[src/rtl/bcd_pkg.sv]
// Shared BCD digit type, digit limits and the load saturation helper used by
// the pulse counter and its per-decade cells.
package bcd_pkg;

  typedef logic [3:0] bcd_digit_t;

  localparam bcd_digit_t BCD_MAX  = 4'd9;
  localparam bcd_digit_t BCD_ZERO = 4'd0;

  // Clamp a raw nibble into the legal BCD range 0..9.
  function automatic bcd_digit_t bcd_sat(input logic [3:0] nibble);
    return (nibble > BCD_MAX) ? BCD_MAX : nibble;
  endfunction

endpackage

[src/rtl/bcd_pulse_counter_if.sv]
// Command/result bundle between a pulse source and the BCD pulse counter.
// The slave side is the counter; the master side issues the commands.
interface bcd_pulse_counter_if #(
  parameter int DIGITS = 4
);

  logic                  en;
  logic                  inc;
  logic                  dec;
  logic                  clr;
  logic                  load;
  logic [4*DIGITS-1:0]   load_val;
  logic [4*DIGITS-1:0]   bcd;
  logic                  carry;
  logic                  borrow;
  logic                  changed;

  modport slave (
    input  en, inc, dec, clr, load, load_val,
    output bcd, carry, borrow, changed
  );

  modport master (
    output en, inc, dec, clr, load, load_val,
    input  bcd, carry, borrow, changed
  );

endinterface

[src/rtl/bcd_pulse_counter_decade.sv]
// One BCD decade: a single digit register with clear/load/up/down control and
// combinational carry/borrow outputs that feed the next decade in the chain.
module bcd_decade
  import bcd_pkg::*;
(
  input  logic       clk,
  input  logic       rst_n,
  input  logic       up,
  input  logic       down,
  input  logic       clr,
  input  logic       load,
  input  bcd_digit_t load_digit,
  output bcd_digit_t digit,
  output logic       cout,
  output logic       bout
);

  bcd_digit_t digit_nxt;

  assign cout = up   & (digit == BCD_MAX);
  assign bout = down & (digit == BCD_ZERO);

  always_comb begin
    digit_nxt = digit;
    if (clr)
      digit_nxt = BCD_ZERO;
    else if (load)
      digit_nxt = bcd_sat(load_digit);
    else if (up)
      digit_nxt = (digit == BCD_MAX) ? BCD_ZERO : digit + 4'd1;
    else if (down)
      digit_nxt = (digit == BCD_ZERO) ? BCD_MAX : digit - 4'd1;
  end

  always_ff @(posedge clk or negedge rst_n) begin
    if (!rst_n) digit <= BCD_ZERO;
    else        digit <= digit_nxt;
  end

  a_digit_legal: assert property (@(posedge clk) disable iff (!rst_n) digit <= BCD_MAX);

endmodule

[src/rtl/bcd_pulse_counter.sv]
// Multi-decade BCD up/down counter driven by single-cycle inc/dec pulses, with
// registered carry/borrow/changed pulses aligned to the updated count.
module bcd_pulse_counter
  import bcd_pkg::*;
#(
  parameter int DIGITS = 4
) (
  input  logic                        clk,
  input  logic                        rst_n,
  bcd_pulse_counter_if.slave          pc
);

  logic                     step_up;
  logic                     step_dn;
  logic [DIGITS:0]          up_c;
  logic [DIGITS:0]          dn_c;
  bcd_digit_t [DIGITS-1:0]  digits;
  bcd_digit_t [DIGITS-1:0]  load_sat;
  logic                     cur_zero;
  logic                     load_diff;
  logic                     changed_nxt;
  logic                     carry_q;
  logic                     borrow_q;
  logic                     changed_q;

  // clr and load take priority, so they suppress the count step at the chain head.
  assign step_up = pc.en & pc.inc & ~pc.dec & ~pc.clr & ~pc.load;
  assign step_dn = pc.en & pc.dec & ~pc.inc & ~pc.clr & ~pc.load;

  assign up_c[0] = step_up;
  assign dn_c[0] = step_dn;

  for (genvar k = 0; k < DIGITS; k++) begin : g_dec
    assign load_sat[k] = bcd_sat(pc.load_val[4*k +: 4]);

    bcd_decade u_dec (
      .clk        (clk),
      .rst_n      (rst_n),
      .up         (up_c[k]),
      .down       (dn_c[k]),
      .clr        (pc.clr),
      .load       (pc.load),
      .load_digit (load_sat[k]),
      .digit      (digits[k]),
      .cout       (up_c[k+1]),
      .bout       (dn_c[k+1])
    );
  end

  assign cur_zero  = (digits == '0);
  assign load_diff = (load_sat != digits);

  // Any real step always moves the value; clr/load only count as a change if they do.
  always_comb begin
    changed_nxt = 1'b0;
    if (pc.clr)
      changed_nxt = ~cur_zero;
    else if (pc.load)
      changed_nxt = load_diff;
    else
      changed_nxt = step_up | step_dn;
  end

  always_ff @(posedge clk or negedge rst_n) begin
    if (!rst_n) begin
      carry_q   <= 1'b0;
      borrow_q  <= 1'b0;
      changed_q <= 1'b0;
    end else begin
      carry_q   <= up_c[DIGITS];
      borrow_q  <= dn_c[DIGITS];
      changed_q <= changed_nxt;
    end
  end

  assign pc.bcd     = digits;
  assign pc.carry   = carry_q;
  assign pc.borrow  = borrow_q;
  assign pc.changed = changed_q;

endmodule

[src/flat_wrapper.sv]
// flat-port wrapper written by rule: the top's interface ports become plain ports
module bcd_pulse_counter_flat import bcd_pkg::*;
#(
  parameter int DIGITS = 4
)
  (clk, rst_n, pc_en, pc_inc, pc_dec, pc_clr, pc_load, pc_load_val, pc_bcd, pc_carry, pc_borrow, pc_changed);
  bcd_pulse_counter_if #(.DIGITS(DIGITS)) pc_i ();
  input  logic clk;
  input  logic rst_n;
  input wire logic [$bits(pc_i.en)-1:0] pc_en;
  input wire logic [$bits(pc_i.inc)-1:0] pc_inc;
  input wire logic [$bits(pc_i.dec)-1:0] pc_dec;
  input wire logic [$bits(pc_i.clr)-1:0] pc_clr;
  input wire logic [$bits(pc_i.load)-1:0] pc_load;
  input wire logic [$bits(pc_i.load_val)-1:0] pc_load_val;
  output wire logic [$bits(pc_i.bcd)-1:0] pc_bcd;
  output wire logic [$bits(pc_i.carry)-1:0] pc_carry;
  output wire logic [$bits(pc_i.borrow)-1:0] pc_borrow;
  output wire logic [$bits(pc_i.changed)-1:0] pc_changed;
  assign pc_i.en = pc_en;
  assign pc_i.inc = pc_inc;
  assign pc_i.dec = pc_dec;
  assign pc_i.clr = pc_clr;
  assign pc_i.load = pc_load;
  assign pc_i.load_val = pc_load_val;
  assign pc_bcd = pc_i.bcd;
  assign pc_carry = pc_i.carry;
  assign pc_borrow = pc_i.borrow;
  assign pc_changed = pc_i.changed;
  bcd_pulse_counter #(.DIGITS(DIGITS)) u_core (.clk(clk), .rst_n(rst_n), .pc(pc_i));
endmodule
[config.mk]
export PLATFORM = sky130hd
export DESIGN_NAME = bcd_pulse_counter_flat
export DESIGN_NICKNAME = d
export VERILOG_FILES = /design/src/rtl/bcd_pkg.sv /design/src/rtl/bcd_pulse_counter_if.sv /design/src/rtl/bcd_pulse_counter_decade.sv /design/src/rtl/bcd_pulse_counter.sv /design/src/flat_wrapper.sv
export SDC_FILE = /design/constraint.sdc
export NUM_CORES = 1
export LEC_CHECK = 0
export ABC_AREA = 0
export BUFFER_PORTS_ARGS = -buffer_cell sky130_fd_sc_hd__buf_2
export CORE_MARGIN = 1
export CORE_UTILIZATION = 55
export DETAILED_ROUTE_END_ITERATION = 12
export GPL_TIMING_DRIVEN = 0
export PLACE_DENSITY_LB_ADDON = 0.1
export SLEW_MARGIN = 10
export SYNTH_ARGS = -nofsm -noshare
export SYNTH_HDL_FRONTEND = slang
export SYNTH_HIERARCHICAL = 1
export SYNTH_SLANG_ARGS = --single-unit
[constraint.sdc]
create_clock -name clk -period 3.6 [get_ports clk]
set_input_delay 0.36 -clock clk [delete_from_list [all_inputs] [get_ports clk]]
set_output_delay 0.36 -clock clk [all_outputs]
set_load 0.1 [all_outputs]
# --- After elaboration in Yosys (flattened, before gate mapping) ---
# Cells that the tools add are included.
word_totals:
  reg_bits: 19
  latchBits: 0
  ramBits: 0
  romBits: 0
  in_bits: 23
  output_inout_bits: 19
  elab_cells: 93
  mem_count: 0
op_classes:
  addsub: 8
  mul: 0
  div_mod_pow: 0
  magnitude_cmp: 8
  eq_ne: 5
  shift: 0
  mux: 34
  bitwise_logic: 22
  n_reduce_logical: 9
ops:
  columns: ["cell", "count"]
  rows:
  - ["4-bit two-way mux", 32]
  - ["4-bit greater-than comparator (second input constant)", 8]
  - ["4-bit by 1-bit adder with 4-bit output (second input constant)", 4]
  - ["1-bit bitwise AND", 16]
  - ["4-bit equality test (second input constant)", 4]
  - ["16-bit logical NOT", 1]
  - ["4-bit logical NOT", 4]
  - ["16-bit != test", 1]
  - ["4-bit nonzero test", 4]
  - ["4-bit by 1-bit subtractor with 4-bit output (second input constant)", 4]
  - ["1-bit NOT", 5]
  - ["1-bit two-way mux", 2]
  - ["1-bit OR", 1]

# --- Longest topological paths before layout ---
# Gate-level depths: netlist of the first run.
logic_depth:
  ltp_word: 11
  mapped_depth: 13

# --- Cells and area by module ---
# The synthesis of the first run kept the hierarchy.
modules_own_cells:
  columns: ["mod", "n_inst", "cells_per_inst", "area_each_um2", "seq_area_each_um2"]
  rows:
  - ["bcd_decade", 4, 49, 357.8, 100.1]
  - ["bcd_pulse_counter", 1, 72, 530.5, 75.1]

# --- Worst setup path after synthesis of the first run ---
# No wires, ideal clock.
synth_path:
  path_type: "register to register"
  start: "reg u_core.g_dec[0].u_dec.digit[3]"
  end: "reg u_core.g_dec[3].u_dec.digit[2]"
  setup_ns: 0.120
  t_arrival_ns: 3.780
  required_ns: 3.480
  setup_slack_ns: -0.300
  path_stages_with_launch: 11
  synth_period_minus_slack_ns: 3.900
  cell_sequence: "dfrtp_1 > inv_1 > nor4_1 > nand2_1 > nor4_1 > nand2_1 > nor4_1 > nor2_1 > nor3b_1 > o21ai_0 > and3_1"
synth_via:
  elab_chain_len: 7
  elab_cells_between_ends: 12
  cone_classes: "1 x eq/ne; 3 x mux; 6 x bitwise; 2 x reduce/logical"
synth_rtl:
  columns: ["element", "line_no", "rtl"]
  rows:
  - ["from (decl)", "bcd_pulse_counter_decade.sv:13", "output bcd_digit_t digit,"]
  - ["from (signal assigned)", "bcd_pulse_counter_decade.sv:37", "else digit <= digit_nxt;"]
  - ["4-bit equality test *", "bcd_pulse_counter_decade.sv:20", "assign cout = up & (digit == BCD_MAX);"]
  - ["1-bit bitwise AND *", "bcd_pulse_counter_decade.sv:20", null]
  - ["named net u_core.up_c[1]", "bcd_pulse_counter.sv:15", "logic [DIGITS:0] up_c;"]
  - ["1-bit bitwise AND *", "bcd_pulse_counter_decade.sv:20", null]
  - ["named net u_core.up_c[2]", "bcd_pulse_counter.sv:15", null]
  - ["1-bit bitwise AND *", "bcd_pulse_counter_decade.sv:20", null]
  - ["named net u_core.up_c[3]", "bcd_pulse_counter.sv:15", null]
  - ["4-bit two-way mux", "bcd_pulse_counter_decade.sv:29", "else if (up)"]
  - ["4-bit two-way mux", "bcd_pulse_counter_decade.sv:27", "else if (load)"]
  - ["4-bit two-way mux", "bcd_pulse_counter_decade.sv:25", "if (clr)"]
  - ["to (signal assigned)", "bcd_pulse_counter_decade.sv:37", null]
  - ["to (decl)", "bcd_pulse_counter_decade.sv:13", null]
# The timed path passes the listed nets; every way through them passes the cells marked *.
# A chain may end at the register's enable or synchronous reset.

# --- Worst setup path in the final report of the first run ---
layout_path:
  start: "in pc_clr"
  end: "reg u_core.g_dec[3].u_dec.digit[1]"
layout_via:
  elab_chain_len: 9
  elab_cells_between_ends: 15
  cone_classes: "3 x mux; 11 x bitwise; 1 x reduce/logical"
layout_rtl:
  columns: ["element", "line_no", "rtl"]
  rows:
  - ["from (decl)", "flat_wrapper.sv:13", "input wire logic [$bits(pc_i.clr)-1:0] pc_clr;"]
  - ["1-bit NOT *", "bcd_pulse_counter.sv:27", "assign step_up = pc.en & pc.inc & ~pc.dec & ~pc.clr & ~pc.load;"]
  - ["1-bit bitwise AND * (2 in a row)", "bcd_pulse_counter.sv:27", null]
  - ["named net u_core.step_up", "bcd_pulse_counter.sv:13", "logic step_up;"]
  - ["1-bit bitwise AND *", "bcd_pulse_counter_decade.sv:20", null]
  - ["named net u_core.up_c[1]", "bcd_pulse_counter.sv:15", null]
  - ["1-bit bitwise AND *", "bcd_pulse_counter_decade.sv:20", null]
  - ["named net u_core.up_c[2]", "bcd_pulse_counter.sv:15", null]
  - ["1-bit bitwise AND *", "bcd_pulse_counter_decade.sv:20", null]
  - ["named net u_core.up_c[3]", "bcd_pulse_counter.sv:15", null]
  - ["4-bit two-way mux", "bcd_pulse_counter_decade.sv:29", null]
  - ["4-bit two-way mux", "bcd_pulse_counter_decade.sv:27", null]
  - ["4-bit two-way mux", "bcd_pulse_counter_decade.sv:25", null]
# Marks and branches as above.

==> flow_summary.html, run 1 <==
<table>
<tr><th>Metric</th><th>Value</th></tr>
<tr><th colspan="2">Outcome</th></tr>
<tr><td>Status</td><td>completed</td></tr>
<tr><th colspan="2">Clocking</th></tr>
<tr><td>CTS clock-pin slew for the worst setup and hold paths</td><td>approximately 0.12 ns</td></tr>
<tr><td>Clk Tree Root Cell</td><td>clkbuf_4</td></tr>
<tr><td>Total clock sinks</td><td>19</td></tr>
<tr><td>Worst-Skew Late Latency</td><td>around 0.31 ns</td></tr>
<tr><td>CTS tree</td><td>built</td></tr>
<tr><td>CTS H-tree depth</td><td>1</td></tr>
<tr><td>Maximum clock path buffer count</td><td>2</td></tr>
<tr><td>TritonCTS buffer count</td><td>3</td></tr>
<tr><th colspan="2">Synthesis</th></tr>
<tr><td>Most instantiated flip-flop cell in the synthesis netlist</td><td>dfrtp_1</td></tr>
<tr><td>Adder and majority gate portion of the synthesized area</td><td>0%</td></tr>
<tr><td>Synth warn</td><td>6</td></tr>
<tr><td>Mux share of post-synthesis cell area</td><td>0%</td></tr>
<tr><td>Average size of a mapped cell</td><td>7.320 um2</td></tr>
<tr><td>Net count after synthesis</td><td>291</td></tr>
<tr><td>Cells after Synth</td><td>268</td></tr>
<tr><td>Number of synthesized flops with an enable pin</td><td>0</td></tr>
<tr><td>Netlist area before placement</td><td>around 2000 um2</td></tr>
<tr><td>Sequential cell area fraction in the yosys report</td><td>24.23%</td></tr>
<tr><td>Compound-gate portion of the synthesized area</td><td>23.85%</td></tr>
<tr><td>Distinct cell type count of the synthesized netlist</td><td>39</td></tr>
<tr><td>Main combinational cell family by area after synthesis</td><td>simple AND/OR/NAND/NOR gates</td></tr>
<tr><td>Area fraction in and, or, nand and nor cells after synthesis</td><td>36.10%</td></tr>
<tr><td>Synthesis-stage register bit count</td><td>19</td></tr>
<tr><td>Share of flip-flops with an asynchronous set or reset</td><td>100.0%</td></tr>
<tr><td>Post-Synth XOR/XNOR Area</td><td>8.036%</td></tr>
<tr><th colspan="2">Critical path</th></tr>
<tr><td>Worst setup slack for register-to-register paths</td><td>roughly 0.60 ns</td></tr>
<tr><td>Path type of the worst setup path</td><td>in2reg</td></tr>
<tr><td>Data arrival time of the critical path</td><td>3.52 ns</td></tr>
<tr><td>Critical Path Sink Type</td><td>register</td></tr>
<tr><td>Count of cells along the worst register-to-register path</td><td>10</td></tr>
<tr><td>R2r startpoint</td><td>u_core/g_dec[0].u_dec/digit[2]</td></tr>
<tr><td>Worst-path maximum fanout</td><td>18</td></tr>
<tr><td>Sort of element at the start of the critical path</td><td>input pin</td></tr>
<tr><td>Critical path data required time</td><td>3.79 ns</td></tr>
<tr><td>End of the critical path</td><td>u_core/g_dec[3].u_dec/digit[1]</td></tr>
<tr><td>End of the worst register-to-register path</td><td>u_core/g_dec[3].u_dec/digit[1]</td></tr>
<tr><td>Worst setup startpoint</td><td>pc_clr</td></tr>
<tr><th colspan="2">GRT</th></tr>
<tr><td>Total congestion overflow</td><td>0</td></tr>
<tr><td>Pin count of the biggest net entering global routing</td><td>20</td></tr>
<tr><td>Number of global-route vias before repair</td><td>~1,800</td></tr>
<tr><td>Number of antenna violations at the first check in global routing</td><td>0</td></tr>
<tr><td>GRT Total Usage</td><td>26.68%</td></tr>
<tr><td>First-pass GRT wire length</td><td>~7.7 mm</td></tr>
<tr><th colspan="2">STA</th></tr>
<tr><td>Number of hold violations in the final report</td><td>0</td></tr>
<tr><td>Setup-violating endpoint count in the final report</td><td>0</td></tr>
<tr><td>WHS</td><td>roughly 0.44 ns</td></tr>
<tr><td>Total count of max-transition violations in the final report</td><td>0</td></tr>
<tr><td>Max frequency</td><td>~0.3 GHz</td></tr>
<tr><td>Fin Setup TNS</td><td>0 ns</td></tr>
<tr><td>Remaining max-slew budget at the tightest pin</td><td>67.69%</td></tr>
<tr><td>Share of the cycle needed by the critical path after routing</td><td>a little over 90%</td></tr>
<tr><td>Min cycle time layout</td><td>3.329 ns</td></tr>
<tr><td>Worst Tran Pin Value</td><td>about 0.49 ns</td></tr>
<tr><td>Clock tree skew after final layout</td><td>0.007802 ns</td></tr>
<tr><th colspan="2">Detailed routing</th></tr>
<tr><td>Detailed-route via count</td><td>about 2,200</td></tr>
<tr><td>Post-Route WL</td><td>between 4 and 5 mm</td></tr>
<tr><td>Avg WL per Cell</td><td>13.68 um</td></tr>
<tr><td>DRC violations left</td><td>0</td></tr>
<tr><td>Post-DR vias/cell</td><td>5.981</td></tr>
<tr><td>Starting DRT DRC Count</td><td>156</td></tr>
<tr><td>Count of antenna-violating nets left after detailed routing</td><td>0</td></tr>
<tr><td>Detailed Routing Iterations Pass 1</td><td>4</td></tr>
<tr><th colspan="2">Power and ir drop</th></tr>
<tr><td>Worst ir drop on vdd</td><td>between 0.1 and 0.15 mV</td></tr>
<tr><td>Power consumption</td><td>about 640 uW</td></tr>
<tr><td>Static power due to leakage</td><td>between 0.9 and 1 nW</td></tr>
<tr><td>Power per cell area</td><td>roughly 280 nW/um2</td></tr>
<tr><th colspan="2">Layout</th></tr>
<tr><td>Top library cells by usage in the layout, fill and taps aside</td><td>buf_2, o21ai_0, nor2_1, a21oi_1, dfrtp_1</td></tr>
<tr><td>Most common cell after layout, fill and taps aside</td><td>buf_2</td></tr>
<tr><td>Final core utilization</td><td>between 60% and 70%</td></tr>
<tr><td>Final layout net count</td><td>roughly 340</td></tr>
<tr><td>Syn-to-layout area delta</td><td>17.98%</td></tr>
<tr><td>Fraction of layout cells with a size suffix above 1</td><td>a little under a quarter</td></tr>
<tr><td>Antenna diode instance count</td><td>0</td></tr>
<tr><th colspan="2">Floorplan</th></tr>
<tr><td>Floorplan die area</td><td>approximately 3800 um2</td></tr>
<tr><td>Chip height</td><td>roughly 62 um</td></tr>
<tr><td>Area inside the core boundary</td><td>3390 um2</td></tr>
<tr><td>I/O pin count</td><td>42</td></tr>
<tr><td>Initial Utilization</td><td>roughly 58%</td></tr>
<tr><td>Number of placement rows</td><td>21</td></tr>
<tr><td>Die width</td><td>roughly 62 um</td></tr>
<tr><th colspan="2">Placed design</th></tr>
<tr><td>Hpwl dp</td><td>3.622 mm</td></tr>
<tr><td>Port-buffer cells</td><td>41</td></tr>
<tr><td>Final GP Congestion</td><td>0.8866</td></tr>
<tr><th colspan="2">Run</th></tr>
<tr><td>Number of max-cap violations</td><td>0</td></tr>
<tr><th colspan="2">Hold path</th></tr>
<tr><td>Hold Path Class</td><td>in2reg</td></tr>
</table>
==> sequential cells by signal, summed over array words and instances, names as in the netlist <==
name                      flops
u_core/pc.carry               1
u_core/g_dec.u_dec/digit     16
u_core/pc.borrow              1
u_core/pc.changed             1
==> repair_timing <==
action | 4_1_cts | 5_1_grt
resized for setup | 3 | 2
setup endpoints to repair | 5 | 4
hold endpoints to repair | 19 | 0
hold buffers | 1 | 0
buffers inserted | 0 | 0
==> area by class of cell <==
| class | instances | area [um2] |
|---|---|---|
| Inverter | 10 | 37.54 |
| Buffer | 20 | 115.1 |
| Tap cell | 46 | 57.56 |
| Fill cell | 302 | 1075 |
| Timing Repair Buffer | 42 | 215.2 |
| Sequential cell | 19 | 478.0 |
| Multi-Input combinational cell | 219 | 1384 |
| Clock inverter | 1 | 5.005 |
| Clock buffer | 3 | 22.52 |
==> cell usage after synthesis (2+ instances only) <==
cell      count  area share [%]
dfrtp_1      19              24
a211oi_1      5             1.9
nand4b_1      4             1.8
o21ai_0      33             8.4
clkbuf_1      8             1.5
buf_6         4             2.3
nor3b_1       7             2.7
a21oi_1      21             5.4
nand3b_1      6             2.3
inv_1        10             1.9
nor4_1        9             2.9
or3b_1        4             1.8
and3_2        4             1.5
buf_2         8             2.0
and3_1       12             3.8
o41ai_1       4             1.8
nor3_1       14             3.6
nor2b_1      12             3.8
nand2b_1      7             2.2
xor2_1        6             2.7
nand2_1       6             1.1
a221oi_1      4             1.8
or2_2         2            0.64
or3_1         2            0.64
nand3_1       2            0.51
nor2_1       31             5.9
xnor2_1      12             5.4
==> worst min path at each step <==
stage	startpoint	to	slack, ns	depth (start not counted)
final	pc_clr	u_core/g_dec[0].u_dec/digit[0]	0.44	2
after global routing	pc_clr	u_core/g_dec[1].u_dec/digit[0]	0.45	2
after CTS	pc_clr	u_core/g_dec[1].u_dec/digit[0]	0.44	2
after detailed placement	rst_n	u_core/pc.carry	0.33	1
after global placement	rst_n	u_core/pc.carry	0.33	1
after floorplan	rst_n	u_core/g_dec[0].u_dec/digit[0]	0.06	0
==> kinds of logic after synthesis <==
kind of cell,count (synthesis)
XOR/XNOR,18
flip-flops,19
AO/OA/AOI/OAI,77
buffers and inverters,30
AND/OR/NAND/NOR,124
==> metrics by stage <==
stage / cells / instance area (um2) / worst slack [ns]
floorplan: 268 / 1977 / 0.1921
global placement: 355 / 2240 / -0.9252
finish: 360 / 2315 / 0.2712
detailed placement: 355 / 2240 / -0.9883
CTS: 360 / 2297 / 0.03103
global route: 360 / 2315 / -0.008887
==> power breakdown <==
part	internal [mW]	switching, mW
Combinational	0.0872	0.195
Clock	0.0415	0.0731
Sequential	0.225	0.0195
Total	0.354	0.287
==> critical path, stage by stage <==
cell and delay (ns):
buf_2 0.22, inv_1 0.12, nand3_1 0.11, nor3b_2 0.38, nand2_1 0.19, nor4_4 0.35
nand2_1 0.20, nor4_4 0.35, nand2_1 0.20, nor4_4 0.32, nand2_1 0.17, and3_1 0.20
o41ai_1 0.26, nor2_1 0.07
==> metal layers <==
layer  GRT usage (%)  part of all wire [%]  wire [um]
met3           2.484                   3.8        187
met5               0                     0          0
met4           9.841                   1.3         63
met1           39.30                    48       2383
met2           40.71                    46       2288
No activity file was read; power rests on OpenSTA's default activity.
==> inputs of run 2 (changes only) <==
- ABC_AREA: 0 -> 1
- CORE_UTILIZATION: 55 -> 56
==> flow_summary.html, run 2 <==
<table>
<tr><th>Metric</th><th>Value</th></tr>
<tr><th colspan="2">Outcome</th></tr>
<tr><td>Status</td><td>finished with violations</td></tr>
<tr><td>Failing checks</td><td>design-rule violations</td></tr>
<tr><th colspan="2">STA</th></tr>
<tr><td>Worst Tran Pin Value</td><td>0.5170 ns (+0.02898 ns)</td></tr>
<tr><td>Clock tree skew after final layout</td><td>0.002834 ns (-0.004968 ns)</td></tr>
<tr><td>Number of hold violations in the final report</td><td>0 (unchanged)</td></tr>
<tr><td>Share of the cycle needed by the critical path after routing</td><td>77.06% (-15 points)</td></tr>
<tr><td>Setup-violating endpoint count in the final report</td><td>0 (unchanged)</td></tr>
<tr><td>Total count of max-transition violations in the final report</td><td>0 (unchanged)</td></tr>
<tr><td>Remaining max-slew budget at the tightest pin</td><td>65.27% (-2.4 points)</td></tr>
<tr><td>Unrepaired setup endpoints after global routing</td><td>false</td></tr>
<tr><td>Max frequency</td><td>0.3605 GHz (+20%)</td></tr>
<tr><td>Fin Setup TNS</td><td>0 ns (unchanged)</td></tr>
<tr><td>Min cycle time layout</td><td>2.774 ns (-0.5547 ns)</td></tr>
<tr><th colspan="2">Floorplan</th></tr>
<tr><td>Area inside the core boundary</td><td>3661 um2 (+8.0%)</td></tr>
<tr><td>Initial Utilization</td><td>58.20% (+0.32 points)</td></tr>
<tr><td>Chip height</td><td>63.69 um (+3.2%)</td></tr>
<tr><td>Number of placement rows</td><td>22 (+4.8%)</td></tr>
<tr><td>Die width</td><td>63.69 um (+3.2%)</td></tr>
<tr><td>I/O pin count</td><td>42 (unchanged)</td></tr>
<tr><td>Floorplan die area</td><td>4056 um2 (+6.5%)</td></tr>
<tr><th colspan="2">Clocking</th></tr>
<tr><td>CTS tree</td><td>built</td></tr>
<tr><td>Total clock sinks</td><td>19 (unchanged)</td></tr>
<tr><td>Clk Tree Root Cell</td><td>clkbuf_8</td></tr>
<tr><td>Maximum clock path buffer count</td><td>2 (unchanged)</td></tr>
<tr><td>TritonCTS buffer count</td><td>3 (unchanged)</td></tr>
<tr><td>CTS clock-pin slew for the worst setup and hold paths</td><td>0.07 ns (-0.05 ns)</td></tr>
<tr><td>CTS H-tree depth</td><td>1 (unchanged)</td></tr>
<tr><td>Worst-Skew Late Latency</td><td>0.26 ns (-0.05 ns)</td></tr>
<tr><td>Setup fix buffers added after clock tree synthesis</td><td>0 (unchanged)</td></tr>
<tr><td>Post-cts repair resize count</td><td>0 (-3)</td></tr>
<tr><td>CTS Hold Bufs</td><td>0 (-1)</td></tr>
<tr><th colspan="2">Layout</th></tr>
<tr><td>Fillers</td><td>373 (+24%)</td></tr>
<tr><td>Most common cell after layout, fill and taps aside</td><td>nand2_1</td></tr>
<tr><td>Fraction of layout cells with a size suffix above 1</td><td>15.85% (-6.8 points)</td></tr>
<tr><td>Antenna diode instance count</td><td>0 (unchanged)</td></tr>
<tr><td>Final layout net count</td><td>472 (+40%)</td></tr>
<tr><td>Syn-to-layout area delta</td><td>14.62%</td></tr>
<tr><td>Final core utilization</td><td>66.71% (-1.6 points)</td></tr>
<tr><td>Top library cells by usage in the layout, fill and taps aside</td><td>nand2_1, inv_1, nor2_1, buf_2, nand3_1</td></tr>
<tr><td>Max FFs per register</td><td>16 (unchanged)</td></tr>
<tr><td>Register bank with the most flops</td><td>u_core/g_dec.u_dec/digit</td></tr>
<tr><th colspan="2">Critical path</th></tr>
<tr><td>Critical path data required time</td><td>3.81 ns (+0.02 ns)</td></tr>
<tr><td>CP Depth</td><td>15 (+1)</td></tr>
<tr><td>Critical-path cell with the highest stage delay</td><td>nor3_1</td></tr>
<tr><td>Data arrival time of the critical path</td><td>2.98 ns (-0.54 ns)</td></tr>
<tr><td>Count of cells along the worst register-to-register path</td><td>13 (+3)</td></tr>
<tr><td>Sort of element at the start of the critical path</td><td>input pin</td></tr>
<tr><td>Critical Path Sink Type</td><td>register</td></tr>
<tr><td>Bufs and invs on worst path</td><td>5 (+3)</td></tr>
<tr><td>Most common cell on crit path</td><td>inv_2</td></tr>
<tr><td>Path type of the worst setup path</td><td>in2reg</td></tr>
<tr><td>Worst-path maximum fanout</td><td>18 (unchanged)</td></tr>
<tr><td>Peak per-stage delay on the critical path</td><td>0.42 ns (+0.04 ns)</td></tr>
<tr><td>Delay-heaviest family, CP</td><td>simple AND/OR/NAND/NOR gates</td></tr>
<tr><td>Critical Path, Cell by Cell</td><td>buf_2, nand3b_1, nor3_1, inv_2, nor2_1, inv_2, nor2_1, inv_2, nor2_1, inv_2, nand4_2, nand2_1, a21oi_1, nand2_1, nand2_1</td></tr>
<tr><th colspan="2">Placed design</th></tr>
<tr><td>Final GP Congestion</td><td>0.8994 (+1.4%)</td></tr>
<tr><td>Port-buffer cells</td><td>41 (unchanged)</td></tr>
<tr><td>Hpwl dp</td><td>3.903 mm (+7.7%)</td></tr>
<tr><th colspan="2">Power and ir drop</th></tr>
<tr><td>Part of the power in registers</td><td>33.3% (-4.9 points)</td></tr>
<tr><td>Worst ir drop on vdd</td><td>0.2016 mV (+45%)</td></tr>
<tr><td>Proportion of power drawn by the clock network</td><td>17.7% (-0.2 points)</td></tr>
<tr><td>Static power due to leakage</td><td>1.457 nW (+50%)</td></tr>
<tr><td>Internal cell power</td><td>419.8 uW (+19%)</td></tr>
<tr><td>Power per cell area</td><td>353.1 nW/um2 (+27%)</td></tr>
<tr><td>Part of the total power dissipated in combinational logic</td><td>49.1% (+5.1 points)</td></tr>
<tr><td>Switching power as a share of total power</td><td>51.31% (+6.5 points)</td></tr>
<tr><td>Net load switching power</td><td>442.5 uW (+54%)</td></tr>
<tr><th colspan="2">GRT</th></tr>
<tr><td>Met3 layer usage reported by global route</td><td>1.630% (-0.85 points)</td></tr>
<tr><td>GRT Max-Usage Layer</td><td>met2</td></tr>
<tr><td>Number of global-route vias before repair</td><td>2,189 (+23%)</td></tr>
<tr><td>Met2 capacity usage during global routing</td><td>48.80% (+8.1 points)</td></tr>
<tr><td>Number of antenna violations at the first check in global routing</td><td>0 (unchanged)</td></tr>
<tr><td>GRT Total Usage</td><td>27.06% (+0.38 points)</td></tr>
<tr><td>Total congestion overflow</td><td>0 (unchanged)</td></tr>
<tr><td>First-pass GRT wire length</td><td>8.804 mm (+15%)</td></tr>
<tr><td>Met1 Usage GRT</td><td>33.30% (-6.0 points)</td></tr>
<tr><td>Pin count of the biggest net entering global routing</td><td>20 (unchanged)</td></tr>
<tr><th colspan="2">Synthesis</th></tr>
<tr><td>Distinct cell type count of the synthesized netlist</td><td>24 (-38%)</td></tr>
<tr><td>Netlist area before placement</td><td>2131 um2 (+8.6%)</td></tr>
<tr><td>Ranking of synthesized cells by area</td><td>nand2_1, dfrtp_1, inv_1</td></tr>
<tr><td>Share of flip-flops with an asynchronous set or reset</td><td>100.0% (unchanged)</td></tr>
<tr><td>Most instantiated flip-flop cell in the synthesis netlist</td><td>dfrtp_1</td></tr>
<tr><td>Net count after synthesis</td><td>426 (+46%)</td></tr>
<tr><td>Cells after Synth</td><td>403 (+50%)</td></tr>
<tr><td>Sequential cell area fraction in the yosys report</td><td>22.31% (-1.9 points)</td></tr>
<tr><td>Share of Yosys cell area claimed by the top area cell type</td><td>26.95% (+2.7 points)</td></tr>
<tr><td>Average size of a mapped cell</td><td>5.287 um2 (-28%)</td></tr>
<tr><td>Number of synthesized flops with an enable pin</td><td>0 (unchanged)</td></tr>
<tr><td>Synthesis-stage register bit count</td><td>19 (unchanged)</td></tr>
<tr><td>Synth warn</td><td>6 (unchanged)</td></tr>
<tr><td>Most frequently used cell type in the post-synthesis netlist</td><td>nand2_1</td></tr>
<tr><td>Leading area contributor after synthesis</td><td>nand2_1</td></tr>
<tr><td>Top cell types by occurrence after synthesis</td><td>nand2_1, inv_1, nor2_1</td></tr>
<tr><th colspan="2">Detailed routing</th></tr>
<tr><td>Post-Route WL</td><td>5.142 mm (+4.4%)</td></tr>
<tr><td>Starting DRT DRC Count</td><td>143 (-8.3%)</td></tr>
<tr><td>DRC violations left</td><td>1 (+1)</td></tr>
<tr><td>Post-DR vias/cell</td><td>5.006 (-16%)</td></tr>
<tr><td>Detailed-route via count</td><td>2,483 (+15%)</td></tr>
<tr><td>Avg WL per Cell</td><td>10.37 um (-24%)</td></tr>
<tr><td>Count of antenna-violating nets left after detailed routing</td><td>0 (unchanged)</td></tr>
<tr><td>Detailed Routing Iterations Pass 1</td><td>9 (+5)</td></tr>
<tr><th colspan="2">Hold path</th></tr>
<tr><td>Hold Path Class</td><td>in2async</td></tr>
<tr><th colspan="2">Run</th></tr>
<tr><td>Number of max-cap violations</td><td>0 (unchanged)</td></tr>
</table>
-- run 2: final cells by class --
| cell class | instances | area (um2) | share of cell area, % |
|---|---|---|---|
| tap | 48 | 60.06 | 2.459 |
| multi-input combinational | 301 | 1344 | 55.02 |
| inverter | 79 | 296.5 | 12.14 |
| timing repair buffer | 41 | 205.2 | 8.402 |
| clock inverter | 1 | 5.005 | 0.2049 |
| sequential | 19 | 475.5 | 19.47 |
| clock buffer | 3 | 41.29 | 1.691 |
| buffer | 4 | 15.01 | 0.6148 |
-- run 2: worst paths after layout --
check | startpoint | endpoint | slack (ns)
max in group asynchronous | rst_n | u_core/g_dec[1].u_dec/digit[0] | 3.27
worst max register to register | u_core/g_dec[0].u_dec/digit[2] | u_core/g_dec[3].u_dec/digit[3] | 1.20
worst min-delay path | rst_n | u_core/pc.carry | 0.03
worst min register to register | u_core/g_dec[3].u_dec/digit[1] | u_core/g_dec[3].u_dec/digit[1] | 0.68
min in group clk | pc_clr | u_core/pc.changed | 0.51
worst max-delay path | pc_load | u_core/g_dec[3].u_dec/digit[3] | 0.83
-- run 2: metal layers --
layer  wire [um]  up-vias  share of wire, %
met5           0        -                 0
met4          55        0               1.1
met3         267        5               5.2
met2        2412       79                47
met1        2407     1059                47
li1            -     1340                 -
-- run 2: logic make-up (layout without fill, tap and decap cells) --
kind of cell / count (synthesis) / after routing / share of synthesized area (%)
simple gates: 261 / 261 / 52.38
buf+inv: 83 / 128 / 14.62
compound gates: 37 / 37 / 9.454
flops: 19 / 19 / 22.31
xor+xnor: 3 / 3 / 1.233
-- run 2: power groups by stage --
stage / logic, mW / clock network [mW] / registers, mW
final: 0.423 / 0.152 / 0.287
after global routing: 0.468 / 0.168 / 0.293
after CTS: 0.422 / 0.156 / 0.287
after detailed placement: 0.420 / 0 / 0.291
after global placement: 0.417 / 0 / 0.291
after floorplan: 0.199 / 0 / 0.421
-- run 2: stage by stage --
step                instances  setup slack [ns]  hold slack, ns  cell area, um2  power (mW)
global placement          492            0.5877          0.3255            2396      0.7075
detailed placement        492            0.5855          0.3257            2396      0.7108
finish                    496            0.8259         0.02516            2442      0.8623
CTS                       496            0.8435         0.04001            2442      0.8644
global route              496            0.5607         0.05863            2442      0.9289
floorplan                 403             1.037         0.06441            2131      0.6203
-- run 2: worst reg2reg max path, stage by stage, from the launching register on --
cell	delay, ns
dfrtp_1	0.49
nor2_1	0.21
nand2_2	0.09
nor2_1	0.20
inv_2	0.11
nor2_1	0.26
inv_2	0.12
nor2_1	0.27
inv_2	0.12
nand4_2	0.12
nand2_1	0.11
a21oi_1	0.14
nand2_1	0.07
nand2_1	0.05
